[src/rtl/lrd_readout_pkg.sv]
// Shared constants and frame-geometry helpers for the LRD readout path.
package lrd_readout_pkg;

  localparam logic [7:0] IDLE_BYTE = 8'hFF;
  localparam int         SEQ_W     = 8;

  function automatic int bytes_per_ch(input int bits);
    return (bits + 7) / 8;
  endfunction

  function automatic int frame_len(input int ch, input int bits, input bit cks);
    return 1 + ch * bytes_per_ch(bits) + (cks ? 1 : 0);
  endfunction

endpackage

[src/rtl/strobe_sync.sv]
// Two-flop synchroniser for an asynchronous host strobe, with one edge-history
// flop producing single-cycle rising and falling edge pulses.
module strobe_sync (
  input  logic clk,
  input  logic rst,
  input  logic strobe,
  output logic rise,
  output logic fall
);

  logic [1:0] sync;
  logic       hist;

  always_ff @(posedge clk) begin
    if (rst) begin
      sync <= 2'b00;
      hist <= 1'b0;
    end else begin
      sync <= {sync[0], strobe};
      hist <= sync[1];
    end
  end

  assign rise = sync[1] & ~hist;
  assign fall = ~sync[1] & hist;

endmodule

[src/rtl/snapshot_byte_reader.sv]
// Captures a coherent multi-channel counter snapshot and streams it as a byte frame.
// Optional trailing XOR checksum byte: define SNAPSHOT_BYTE_READER_CHECKSUM_EN.
module snapshot_byte_reader
  import lrd_readout_pkg::*;
#(
  parameter int BITS     = 32,
  parameter int CHANNELS = 2
) (
  input  logic                       clk,
  input  logic                       rst,
  input  logic                       latch,
  input  logic                       rd,
  input  logic [CHANNELS*BITS-1:0]   src,
  output logic [7:0]                 dst,
  output logic                       rdy,
  output logic                       eof
);

  localparam int BPC = bytes_per_ch(BITS);
  localparam int NB  = CHANNELS * BPC;
`ifdef SNAPSHOT_BYTE_READER_CHECKSUM_EN
  localparam bit CKS = 1'b1;
`else
  localparam bit CKS = 1'b0;
`endif
  localparam int                 L       = frame_len(CHANNELS, BITS, CKS);
  localparam int                 PTR_W   = $clog2(L + 1);
  localparam logic [PTR_W-1:0]   PTR_END = PTR_W'(L);

  logic             cap;
  logic             adv;
  logic             unused_latch_fall;
  logic             unused_rd_rise;

  logic [NB*8-1:0]  src_pad;
  logic [NB*8-1:0]  snapshot;
  logic [SEQ_W-1:0] seq;
  logic [SEQ_W-1:0] seq_next;
  logic [PTR_W-1:0] ptr;
  logic [7:0]       frame_byte;

  strobe_sync u_latch_sync (
    .clk    (clk),
    .rst    (rst),
    .strobe (latch),
    .rise   (cap),
    .fall   (unused_latch_fall)
  );

  strobe_sync u_rd_sync (
    .clk    (clk),
    .rst    (rst),
    .strobe (rd),
    .rise   (unused_rd_rise),
    .fall   (adv)
  );

  // Each channel is zero-extended to a whole number of bytes.
  genvar gi;
  generate
    for (gi = 0; gi < CHANNELS; gi++) begin : g_pad
      assign src_pad[gi*BPC*8 +: BPC*8] = (BPC*8)'(src[gi*BITS +: BITS]);
    end
  endgenerate

  assign seq_next = seq + SEQ_W'(1);

`ifdef SNAPSHOT_BYTE_READER_CHECKSUM_EN
  logic [7:0] cks;
  logic [7:0] cks_next;

  always_comb begin
    cks_next = seq_next;
    for (int i = 0; i < NB; i++) begin
      cks_next = cks_next ^ src_pad[i*8 +: 8];
    end
  end

  always_ff @(posedge clk) begin
    if (rst) begin
      cks <= 8'h00;
    end else if (cap) begin
      cks <= cks_next;
    end
  end
`endif

  always_comb begin
    frame_byte = IDLE_BYTE;
    if (ptr == '0) begin
      frame_byte = seq;
    end
    for (int i = 0; i < NB; i++) begin
      if (ptr == PTR_W'(i + 1)) begin
        frame_byte = snapshot[i*8 +: 8];
      end
    end
`ifdef SNAPSHOT_BYTE_READER_CHECKSUM_EN
    if (ptr == PTR_W'(NB + 1)) begin
      frame_byte = cks;
    end
`endif
  end

  // A capture in the same cycle as a read edge takes priority and drops the read.
  always_ff @(posedge clk) begin
    if (rst) begin
      snapshot <= '0;
      seq      <= '0;
      ptr      <= '0;
      rdy      <= 1'b0;
      dst      <= 8'h00;
      eof      <= 1'b0;
    end else begin
      if (cap) begin
        snapshot <= src_pad;
        seq      <= seq_next;
        ptr      <= '0;
        rdy      <= 1'b1;
      end else if (adv && (ptr != PTR_END)) begin
        ptr <= ptr + PTR_W'(1);
      end
      dst <= frame_byte;
      eof <= (ptr == PTR_END);
    end
  end

endmodule

[config.mk]
export PLATFORM = sky130hd
export DESIGN_NAME = snapshot_byte_reader
export DESIGN_NICKNAME = d
export VERILOG_FILES = /design/src/rtl/lrd_readout_pkg.sv /design/src/rtl/strobe_sync.sv /design/src/rtl/snapshot_byte_reader.sv
export SDC_FILE = /design/constraint.sdc
export NUM_CORES = 1
export LEC_CHECK = 0
export CORE_ASPECT_RATIO = 0.7
export CORE_MARGIN = 10
export CORE_UTILIZATION = 45
export DETAILED_ROUTE_END_ITERATION = 12
export GPL_TIMING_DRIVEN = 0
export PLACE_DENSITY = 0.71
export SYNTH_ARGS = -nofsm -noshare
export SYNTH_HDL_FRONTEND = slang
export SYNTH_SLANG_ARGS = --single-unit
[constraint.sdc]
create_clock -name clk -period 3.9 [get_ports clk]
set_input_delay 0.39 -clock clk [delete_from_list [all_inputs] [get_ports clk]]
set_output_delay 0.39 -clock clk [all_outputs]
set_load 0.005 [all_outputs]
==> results.md, run 1 <==
* Startpoint Class: flip-flop
* PortBufs at 76
* Total negative setup slack at 0 ns
* Setup-failing EPs final at 0
* Post-Syn Area per Cell at 7.91 um^2
* WL final at 12200 um
* Reg clk slew, reported paths at 0.06 ns
* Layout Skew at 0.00847 ns
* Main synth FF type: dfxtp_1
* Max_cap viols at 0
* Antenna Diode Count at 0
* Final Power at 0.00206 W
* 1st-pass router iterations at 7
* Yosys warns at 0
* Chip width at 132 um
* Yosys top cell area share at 46.6%
* Antenna-violating nets left at 0
* Critical Path Fanout Max at 10
* Sequential fraction of the synthesis area at 46.6%
* Mapped Nets at 573
* CP required at 4.08 ns
* Layout area overhead at 30.7%
* Largest area contributor in the netlist: dfxtp_1
* Fmax at 0.445 GHz
* CP max-delay cell: nand3b_1
* Status: finished, final reports clean
* Final Hold Fails at 0
* Routed wire per std cell at 17.2 um
* Global-route wire length before repair at 19300 um
* Area contributors post-synth: dfxtp_1 (47%), nand2_1 (14%), a21oi_1 (8.6%)
* Placer's final routability congestion estimate at 0.921
* Post-CTS sizing at 0
* Cts bufs inserted at 9
* DP Worst Slack at 1.67 ns
* Largest net degree at the start of global routing at 16
* Chip height at 98.4 um
* Crit path largest cell delay at 0.39 ns
* EDFF count, synth at 0
* # fillers at 778
* GRT Total Usage at 18.4%
* Starting Density at 46.4%
* RSZ-0062 raised after global routing: false
* Post-CTS setup buffer count at 0
* R2r setup slk at 1.65 ns
* Core Footprint at 8510 um^2
* Htree depth at 3
* Boundary Pins at 78
* Maximum VDD drop at 243 uV
* Hold WC Path Type: flip-flop to flip-flop
* Worst skew pair latency at 0.34 ns
* Clock Path Buffers at 2
* Synth unique cells at 32
* Cells after Synth at 500
* Setup WS post-layout at 1.65 ns
* CP Cell Sequence: inv_1 -> ha_1 -> clkbuf_1 -> nand3b_1 -> o21ai_0 -> a211oi_1
* Static Leakage at 1.86 nW
* Via Count at 3744
* Placed Instances at 696
* WP data arrival at 2.43 ns
* CTS Sinks at 92
* Post-Syn Area at 3950 um^2
* Final Net Count at 660
* Detailed placement HPWL at 9180 um
* Vias per inst at 5.26
* Initial antenna violation count at 0
* #FFs+latches synth at 92
* Tcrit/Tclk final at 57.6%
* Synth top cells by count: nand2_1 (150), dfxtp_1 (92), a21oi_1 (68)
* CTS Root Cell: clkbuf_16
* Worst slew pin tran at 0.711 ns
* Asr flop ratio synth at 0%
* Worst slew margin at 52.5%
* Starting DRT DRC Count at 336
* Residual DRC at 0
* Crit Path Class: flip-flop to flip-flop
* Die area at 13000 um^2
* Worst setup EP type: flip-flop
* Tmin final at 2.25 ns
* Fin cells at 712
* Vias in the first global route at 3620
* Final Util at 60.7%
* Global route overflow at 0
* Power per Cell Area at 398 nW/um^2
* # hold bufs at CTS at 0
* Top-count cell post-synth: nand2_1
* Share of post-route cells with drive strength above 1 at 6.42%
* Max-slew violations at 0
* CTS tree: done
* Row count at 28
worst paths after layout:
path,start,to,cells after the start
worst min-delay path,u_latch_sync.sync[0],u_latch_sync.sync[1],1
worst max-delay path,ptr[0],dst[3],6
worst max register to register,ptr[0],dst[3],6
worst min register to register,u_latch_sync.sync[0],u_latch_sync.sync[1],1
final cells by class:
class	count	area, um^2	area share (%)
repair buffers	76	761	14.7
clock inverters	5	61.3	1.19
clock buffers	11	243	4.70
inverters	3	11.3	0.218
plain buffers	40	189	3.66
flip-flops and latches	92	1840	35.6
multi-input cells	365	1910	37.0
well taps	120	150	2.90
cell usage in the layout (no fill, tap or decap), types with 2 or more instances in the layout:
| cell type | count |
|---|---|
| nand2b_1 | 8 |
| nand2_1 | 150 |
| nor2_1 | 19 |
| inv_1 | 3 |
| a32oi_1 | 6 |
| o21ai_0 | 9 |
| a211oi_1 | 2 |
| nor2b_1 | 24 |
| ha_1 | 5 |
| nand4_1 | 4 |
| nand3b_1 | 3 |
| and3_1 | 2 |
| a2111oi_0 | 6 |
| a21oi_1 | 68 |
| clkdlybuf4s50_1 | 76 |
| nor3b_1 | 16 |
| clkinv_4 | 3 |
| mux2i_1 | 2 |
| buf_2 | 19 |
| buf_6 | 2 |
| clkbuf_1 | 20 |
| dfxtp_1 | 92 |
| o31ai_1 | 14 |
| xnor2_1 | 3 |
| nor3_1 | 9 |
| xor2_1 | 7 |
| clkbuf_16 | 9 |
power by group:
group / total, W / leakage (nW) / switching [W] / internal (W)
sequential: 0.000988 / 0.747 / 0.0000187 / 0.000970
combinational: 0.000189 / 0.958 / 0.0000857 / 0.000103
clock: 0.000882 / 0.150 / 0.000365 / 0.000517
per-stage QoR:
stage	hold WS (ns)	instance area (um^2)
after floorplan	0.414	3950
after global placement	0.419	4860
after detailed placement	0.427	4860
after CTS	0.442	5170
after global routing	0.456	5170
final	0.438	5170
flip-flops by register name (all words and copies together), names as in the netlist:
name and cells:
dst 8, u_rd_sync.sync 2, u_latch_sync.hist 1, eof 1, rdy 1, seq 8
ptr 4, u_latch_sync.sync 2, snapshot 64, u_rd_sync.hist 1
logic make-up after synthesis:
logic type / Yosys count / synth area share [%]
AOI/OAI and AO/OA: 108 / 16.3
xor gates and xnor gates: 10 / 2.22
adders and majority gates: 5 / 1.58
buffers and inverters: 43 / 5.06
DFF: 92 / 46.6
muxes: 2 / 0.506
and+or+nand+nor: 240 / 27.8
worst max-delay path, delay by kind of cell (launching register included):
kind	cells	cell delay (ns)
and+or+nand+nor	1	0.39
buffers and inverters	2	0.50
DFF	1	0.35
adders and majority gates	1	0.33
AOI/OAI and AO/OA	2	0.52
per-layer routing:
metal / vias to the layer above / wire, um / GRT usage (%)
met4: 0 / 176 / 5.88
met5: - / 0 / 0
met1: 1746 / 6010 / 25.8
met3: 15 / 1000 / 5.48
li1: 1848 / - / -
met2: 135 / 5030 / 26.3
(Power assumes the default switching activity.)
==> run 2, diff against run 1 <==
clock period = 2.14 ns   (was 3.9 ns; I/O delays follow)
==> run 2 against run 1 <==
Register-to-register slack worse by 1.6 ns. Final cell count unchanged. Clock skew decreased by 0.0013 ns. Critical endpoint is now dst[5]. Highest routed layer unchanged. First-iteration DRC count fell by 0.89%.
==> results.md, run 2 (synthesis gave the netlist of run 1 again) <==
* Chip height at 98.4 um (unchanged)
* Vias per inst at 5.27 (was 5.26)
* Via Count at 3753 (was 3744)
* GRT Total Usage at 18.4% (unchanged)
* CP top delay family: compound AO/OA/AOI/OAI gates (unchanged)
* Layout area overhead at 31.6% (was 30.7%)
* WP data arrival at 2.26 ns (was 2.43 ns)
* Vias in the first global route at 3621 (was 3620)
* Max_cap viols at 0 (unchanged)
* DP Worst Slack at -0.0867 ns (was 1.67 ns)
* Worst setup EP type: flip-flop (unchanged)
* Hold WC Path Type: input port to flip-flop (was flip-flop to flip-flop)
* Clock Path Buffers at 2 (unchanged)
* Worst slew pin tran at 0.669 ns (was 0.711 ns)
* Setup-failing EPs final at 0 (unchanged)
* Final Hold Fails at 0 (unchanged)
* Residual DRC at 0 (unchanged)
* Worst skew pair latency at 0.34 ns (about the same)
* Die area at 13000 um^2 (unchanged)
* Status: finished, final reports clean (unchanged)
* Final instance area at 5200 um^2 (was 5170 um^2)
* Commonest non-fill, non-tap cell in the layout: nand2_1 (unchanged)
* R2r setup slk at 0.09 ns (was 1.65 ns)
* Maximum VDD drop at 444 uV (was 243 uV)
* CP Cell Sequence: ha_1 -> buf_6 -> buf_2 -> a2111oi_0 -> o31ai_1 -> a32oi_1 -> nor3_1 (was inv_1 -> ha_1 -> clkbuf_1 -> nand3b_1 -> o21ai_0 -> a211oi_1)
* CP max-delay cell: a2111oi_0 (was nand3b_1)
* Global route overflow at 0 (unchanged)
* CTS Root Cell: clkbuf_16 (unchanged)
* Chip width at 132 um (unchanged)
* Tmin final at 2.05 ns (was 2.25 ns)
* Share of post-route cells with drive strength above 1 at 7.43% (was 6.42%)
* Path depth of the worst reg2reg path at 7 (was 6)
* Placed inst area at 4860 um^2 (unchanged)
* RSZ-0062 raised after global routing: false (unchanged)
* Worst Path Buf+Inv at 2 (unchanged)
* Worst slew margin at 55.4% (was 52.5%)
* Crit path largest cell delay at 0.42 ns (was 0.39 ns)
* Placer's final routability congestion estimate at 0.921 (unchanged)
* Row count at 28 (unchanged)
* Hold path cells at 2 (was 1)
* Fmax at 0.487 GHz (was 0.445 GHz)
* Max-slew violations at 0 (unchanged)
* Total negative setup slack at 0 ns (unchanged)
* Global-route wire length before repair at 19300 um (unchanged)
* Setup WS post-layout at 0.0876 ns (was 1.65 ns)
* Max reg flops at 64 (unchanged)
* Critical Path Fanout Max at 10 (unchanged)
* Starting DRT DRC Count at 333 (was 336)
* Power per Cell Area at 721 nW/um^2 (was 398 nW/um^2)
* Largest reg by FF count: snapshot (unchanged)
* Layout Skew at 0.00716 ns (was 0.00847 ns)
* Antenna-violating nets left at 0 (unchanged)
* WL final at 12200 um (about the same)
* Boundary Pins at 78 (unchanged)
* PortBufs at 76 (unchanged)
* Htree depth at 3 (unchanged)
* Antenna Diode Count at 0 (unchanged)
* Top Registers: snapshot x64, dst x8, seq x8 (unchanged)
* Most frequent cells in the layout: nand2_1 (150), dfxtp_1 (91), clkdlybuf4s50_1 (76), a21oi_1 (68), nor2b_1 (24) (was nand2_1 (150), dfxtp_1 (92), clkdlybuf4s50_1 (76), a21oi_1 (68), nor2b_1 (24))
* # hold bufs at CTS at 0 (unchanged)
* Final Net Count at 660 (unchanged)
* Reg clk slew, reported paths at 0.07 ns (was 0.06 ns)
* Starting Density at 46.4% (unchanged)
* Detailed placement HPWL at 9180 um (unchanged)
* Core Footprint at 8510 um^2 (unchanged)
* 1st-pass router iterations at 5 (was 7)
* Crit Path Class: flip-flop to flip-flop (unchanged)
* Cts bufs inserted at 9 (unchanged)
* Startpoint Class: flip-flop (unchanged)
* CTS tree: done (unchanged)
* CTS Sinks at 92 (unchanged)
* Tcrit/Tclk final at 95.9% (was 57.6%)
* Levels on crit path at 7 (was 6)
* Initial antenna violation count at 0 (unchanged)
* Routed wire per std cell at 17.2 um (about the same)
* Largest net degree at the start of global routing at 16 (unchanged)
* Static Leakage at 1.87 nW (was 1.86 nW)
* CP required at 2.34 ns (was 4.08 ns)
run 2: final timing paths:
check	start	endpoint
setup reg to reg	ptr[1]	dst[5]
setup / recovery	ptr[1]	dst[5]
hold reg to reg	u_latch_sync.sync[0]	u_latch_sync.sync[1]
hold / removal	rst	u_latch_sync.sync[1]
run 2: per-layer routing:
metal,part of all wire [%],track usage (%),wire [um]
met3,9.0,5.48,1110
met5,0,0,0
met1,49,25.8,5940
met4,1.5,5.88,188
met2,41,26.3,4980
run 2: where the power goes:
group	leakage, nW	total (W)	internal [W]	switching (W)
Sequential	0.748	0.00180	0.00177	0.0000340
Clock	0.150	0.00161	0.000941	0.000666
Combinational	0.971	0.000346	0.000189	0.000157
Total	1.87	0.00375	0.00290	0.000857
run 2: timing repair:
action                     4_1_cts  5_1_grt
setup buffers                    0        0
pin swaps                        1        1
hold endpoints to repair         0        0
setup endpoints to repair        2        8
gates resized for setup          2        7
run 2: layout make-up:
type / instances / area [um^2]
buffer: 40 / 190
multi-input combinational: 365 / 1950
clock buffer: 11 / 243
fill: 776 / 3310
inverter: 3 / 11.3
timing repair buffer: 76 / 761
clock inverter: 5 / 61.3
sequential: 92 / 1840
tap: 120 / 150
run 2: metrics by stage:
stage	std cells	total power (W)	utilization [%]	hold slack (ns)
after CTS	712	0.00377	60.8	0.356
after floorplan	500	0.00198	-	0.342
after detailed placement	696	0.00218	57.1	0.427
final	712	0.00375	61.1	0.359
after global routing	712	0.00387	61.1	0.404
after global placement	696	0.00217	57.1	0.419
==> run 3, diff against run 2 <==
CORE_UTILIZATION = 40   (was 45)
CTS_BUF_LIST = sky130_fd_sc_hd__clkbuf_4 sky130_fd_sc_hd__clkbuf_8 sky130_fd_sc_hd__clkbuf_16   (was unset)
PLACE_DENSITY = unset   (was 0.71)
==> run 3 against run 2 <==
Critical path type unchanged. Fmax fell by 0.88%. Sequential cell count unchanged. Via count down 0.85%. Critical path depth is 1 higher. Die area increased by 10%. Clock skew down 0.00096 ns. Largest power group unchanged. Worst setup slack got worse by 0.018 ns. Final cell count grew 1.4%. Combinational power is 2% higher. Routed wire length increased by 4.4%.
==> results.md, run 3 (synthesis gave the netlist of run 1 again) <==
* Hold path cells at 2 (unchanged)
* Crit path largest cell delay at 0.37 ns (was 0.42 ns)
* Crit Path Class: flip-flop to flip-flop (unchanged)
* Startpoint Class: flip-flop (unchanged)
* Critical Path Fanout Max at 8 (was 10)
* Reg clk slew, reported paths at 0.07 ns (about the same)
* 1st-pass router iterations at 5 (unchanged)
* Combinational power share at 9.6% (was 9.2%)
* CTS tree: done (unchanged)
* WP data arrival at 2.33 ns (was 2.26 ns)
* Cts bufs inserted at 9 (unchanged)
* Register Area at 1840 um^2 (unchanged)
* Max-slew violations at 0 (unchanged)
* Largest net degree at the start of global routing at 16 (unchanged)
* Initial antenna violation count at 0 (unchanged)
* Hold WC Path Type: input port to flip-flop (unchanged)
* Residual DRC at 0 (unchanged)
* Setup WS post-layout at 0.0694 ns (was 0.0876 ns)
* Chip width at 139 um (was 132 um)
* Core Footprint at 9680 um^2 (was 8510 um^2)
* Vias per inst at 5.15 (was 5.27)
* Maximum VDD drop at 413 uV (was 444 uV)
* Starting DRT DRC Count at 211 (was 333)
* Top Registers: snapshot x64, dst x8, seq x8 (unchanged)
* Antenna Diode Count at 0 (unchanged)
* CP Cell Sequence: inv_1 -> ha_1 -> buf_2 -> or2_1 -> buf_6 -> o31ai_2 -> a32oi_1 -> nor3_1 (was ha_1 -> buf_6 -> buf_2 -> a2111oi_0 -> o31ai_1 -> a32oi_1 -> nor3_1)
* Boundary Pins at 78 (unchanged)
* CP required at 2.40 ns (was 2.34 ns)
* Pint at 0.00279 W (was 0.00290 W)
* Final Power at 0.00367 W (was 0.00375 W)
* Detailed placement HPWL at 9460 um (was 9180 um)
* # fillers at 965 (was 776)
* Share of post-route cells with drive strength above 1 at 9.26% (was 7.43%)
* Worst setup EP type: flip-flop (unchanged)
* CTS Sinks at 92 (unchanged)
* Static Leakage at 1.87 nW (about the same)
* Clk network pwr share at 41.4% (was 42.8%)
* Via Count at 3721 (was 3753)
* Antenna-violating nets left at 0 (unchanged)
* GRT Total Usage at 17.5% (was 18.4%)
* Tcrit/Tclk final at 96.8% (was 95.9%)
* Placer's final routability congestion estimate at 0.847 (was 0.921)
* Layout area overhead at 32.9% (was 31.6%)
* Power per Cell Area at 699 nW/um^2 (was 721 nW/um^2)
* PortBufs at 76 (unchanged)
* Fin cells at 722 (was 712)
* RSZ-0062 raised after global routing: true (was false)
* # hold bufs at CTS at 0 (unchanged)
* Clock Path Buffers at 2 (unchanged)
* Tmin final at 2.07 ns (was 2.05 ns)
* Final hold slack at 0.341 ns (was 0.359 ns)
* Seq pwr share at 49.0% (was 48.0%)
* Worst skew pair latency at 0.35 ns (was 0.34 ns)
* Multi-input logic area at 1990 um^2 (was 1950 um^2)
* Max_cap viols at 0 (unchanged)
* Setup-failing EPs final at 0 (unchanged)
* Htree depth at 3 (unchanged)
* Path depth of the worst reg2reg path at 8 (was 7)
* Worst slew margin at 53.3% (was 55.4%)
* Die area at 14300 um^2 (was 13000 um^2)
* Max reg flops at 64 (unchanged)
* Global-route wire length before repair at 19800 um (was 19300 um)
* Status: finished, final reports clean (unchanged)
* CP max-delay cell: o31ai_2 (was a2111oi_0)
* CTS Root Cell: clkbuf_16 (unchanged)
* Largest reg by FF count: snapshot (unchanged)
* Placed Instances at 704 (was 696)
* WL final at 12800 um (was 12200 um)
* Final Hold Fails at 0 (unchanged)
* Chip height at 103 um (was 98.4 um)
* Global route overflow at 0 (unchanged)
* Switching share of power at 24.0% (was 22.8%)
* Routed wire per std cell at 17.7 um (was 17.2 um)
* Starting Density at 40.8% (was 46.4%)
* Net switching power at 0.000883 W (was 0.000857 W)
* DP Worst Slack at -0.00271 ns (was -0.0867 ns)
* Fmax at 0.483 GHz (was 0.487 GHz)
* Vias in the first global route at 3573 (was 3621)
* Layout Skew at 0.00621 ns (was 0.00716 ns)
* Most frequent cells in the layout: nand2_1 (150), dfxtp_1 (91), clkdlybuf4s50_1 (76), a21oi_1 (68), nor2b_1 (24) (unchanged)
* Final Net Count at 662 (was 660)
* Worst slew pin tran at 0.700 ns (was 0.669 ns)
* Commonest non-fill, non-tap cell in the layout: nand2_1 (unchanged)
* Row count at 30 (was 28)
## run 3: cell count changes in the layout (fill, tap and decap cells not counted), sizes merged
cell and change:
buf +2, bufinv -1, clkinv -1, clkinvlp +2
## run 3: final timing paths
check,start,slack (ns),endpoint
worst max-delay path,ptr[0],0.07,dst[4]
worst min register to register,u_latch_sync.sync[0],0.44,u_latch_sync.sync[1]
worst min-delay path,rst,0.34,u_latch_sync.sync[0]
worst max register to register,ptr[0],0.07,dst[4]
## run 3: metal layers
layer | vias up | GRT usage, % | share of wire, %
met2 | 124 | 23.5 | 39
met5 | - | 0 | 0
li1 | 1858 | - | -
met3 | 11 | 5.11 | 6.6
met1 | 1728 | 26.0 | 53
met4 | 0 | 5.04 | 1.2
## run 3: worst max-delay path, delay by kind of cell (launching register included)
family,cells,cell delay (ns)
buf+inv,3,0.41
flops,1,0.36
fa+ha+maj,1,0.20
simple gates,2,0.45
compound gates,2,0.57
## run 3: repair_timing
item | CTS | global route
gates resized for setup | 2 | 19
gates cloned | 0 | 0
endpoints found under the setup margin | 3 | 8
pin swaps | 1 | 4
buffers inserted | 0 | 2
## run 3: cell type report
| class | count | area share, % |
|---|---|---|
| plain buffers | 40 | 3.67 |
| clock buffers | 11 | 4.69 |
| clock inverters | 5 | 0.714 |
| inverters | 3 | 0.214 |
| multi-input cells | 365 | 37.8 |
| flip-flops and latches | 92 | 35.1 |
| well taps | 128 | 3.05 |
| repair buffers | 78 | 14.8 |
## run 3: per-stage QoR
stage	TNS [ns]	cell area (um^2)	util, %
after floorplan	0	3950	-
after global placement	0	4870	50.3
after detailed placement	-0.00271	4870	50.3
after CTS	0	5160	53.3
after global routing	-0.00744	5260	54.3
final	0	5260	54.3
## run 3: power groups by stage
| stage | Sequential [W] | Clock (W) | Combinational, W |
|---|---|---|---|
| CTS | 0.00180 | 0.00155 | 0.000348 |
| global placement | 0.00184 | 0 | 0.000343 |
| floorplan | 0.00183 | 0 | 0.000151 |
| global route | 0.00181 | 0.00161 | 0.000388 |
| detailed placement | 0.00184 | 0 | 0.000345 |
| finish | 0.00180 | 0.00152 | 0.000354 |
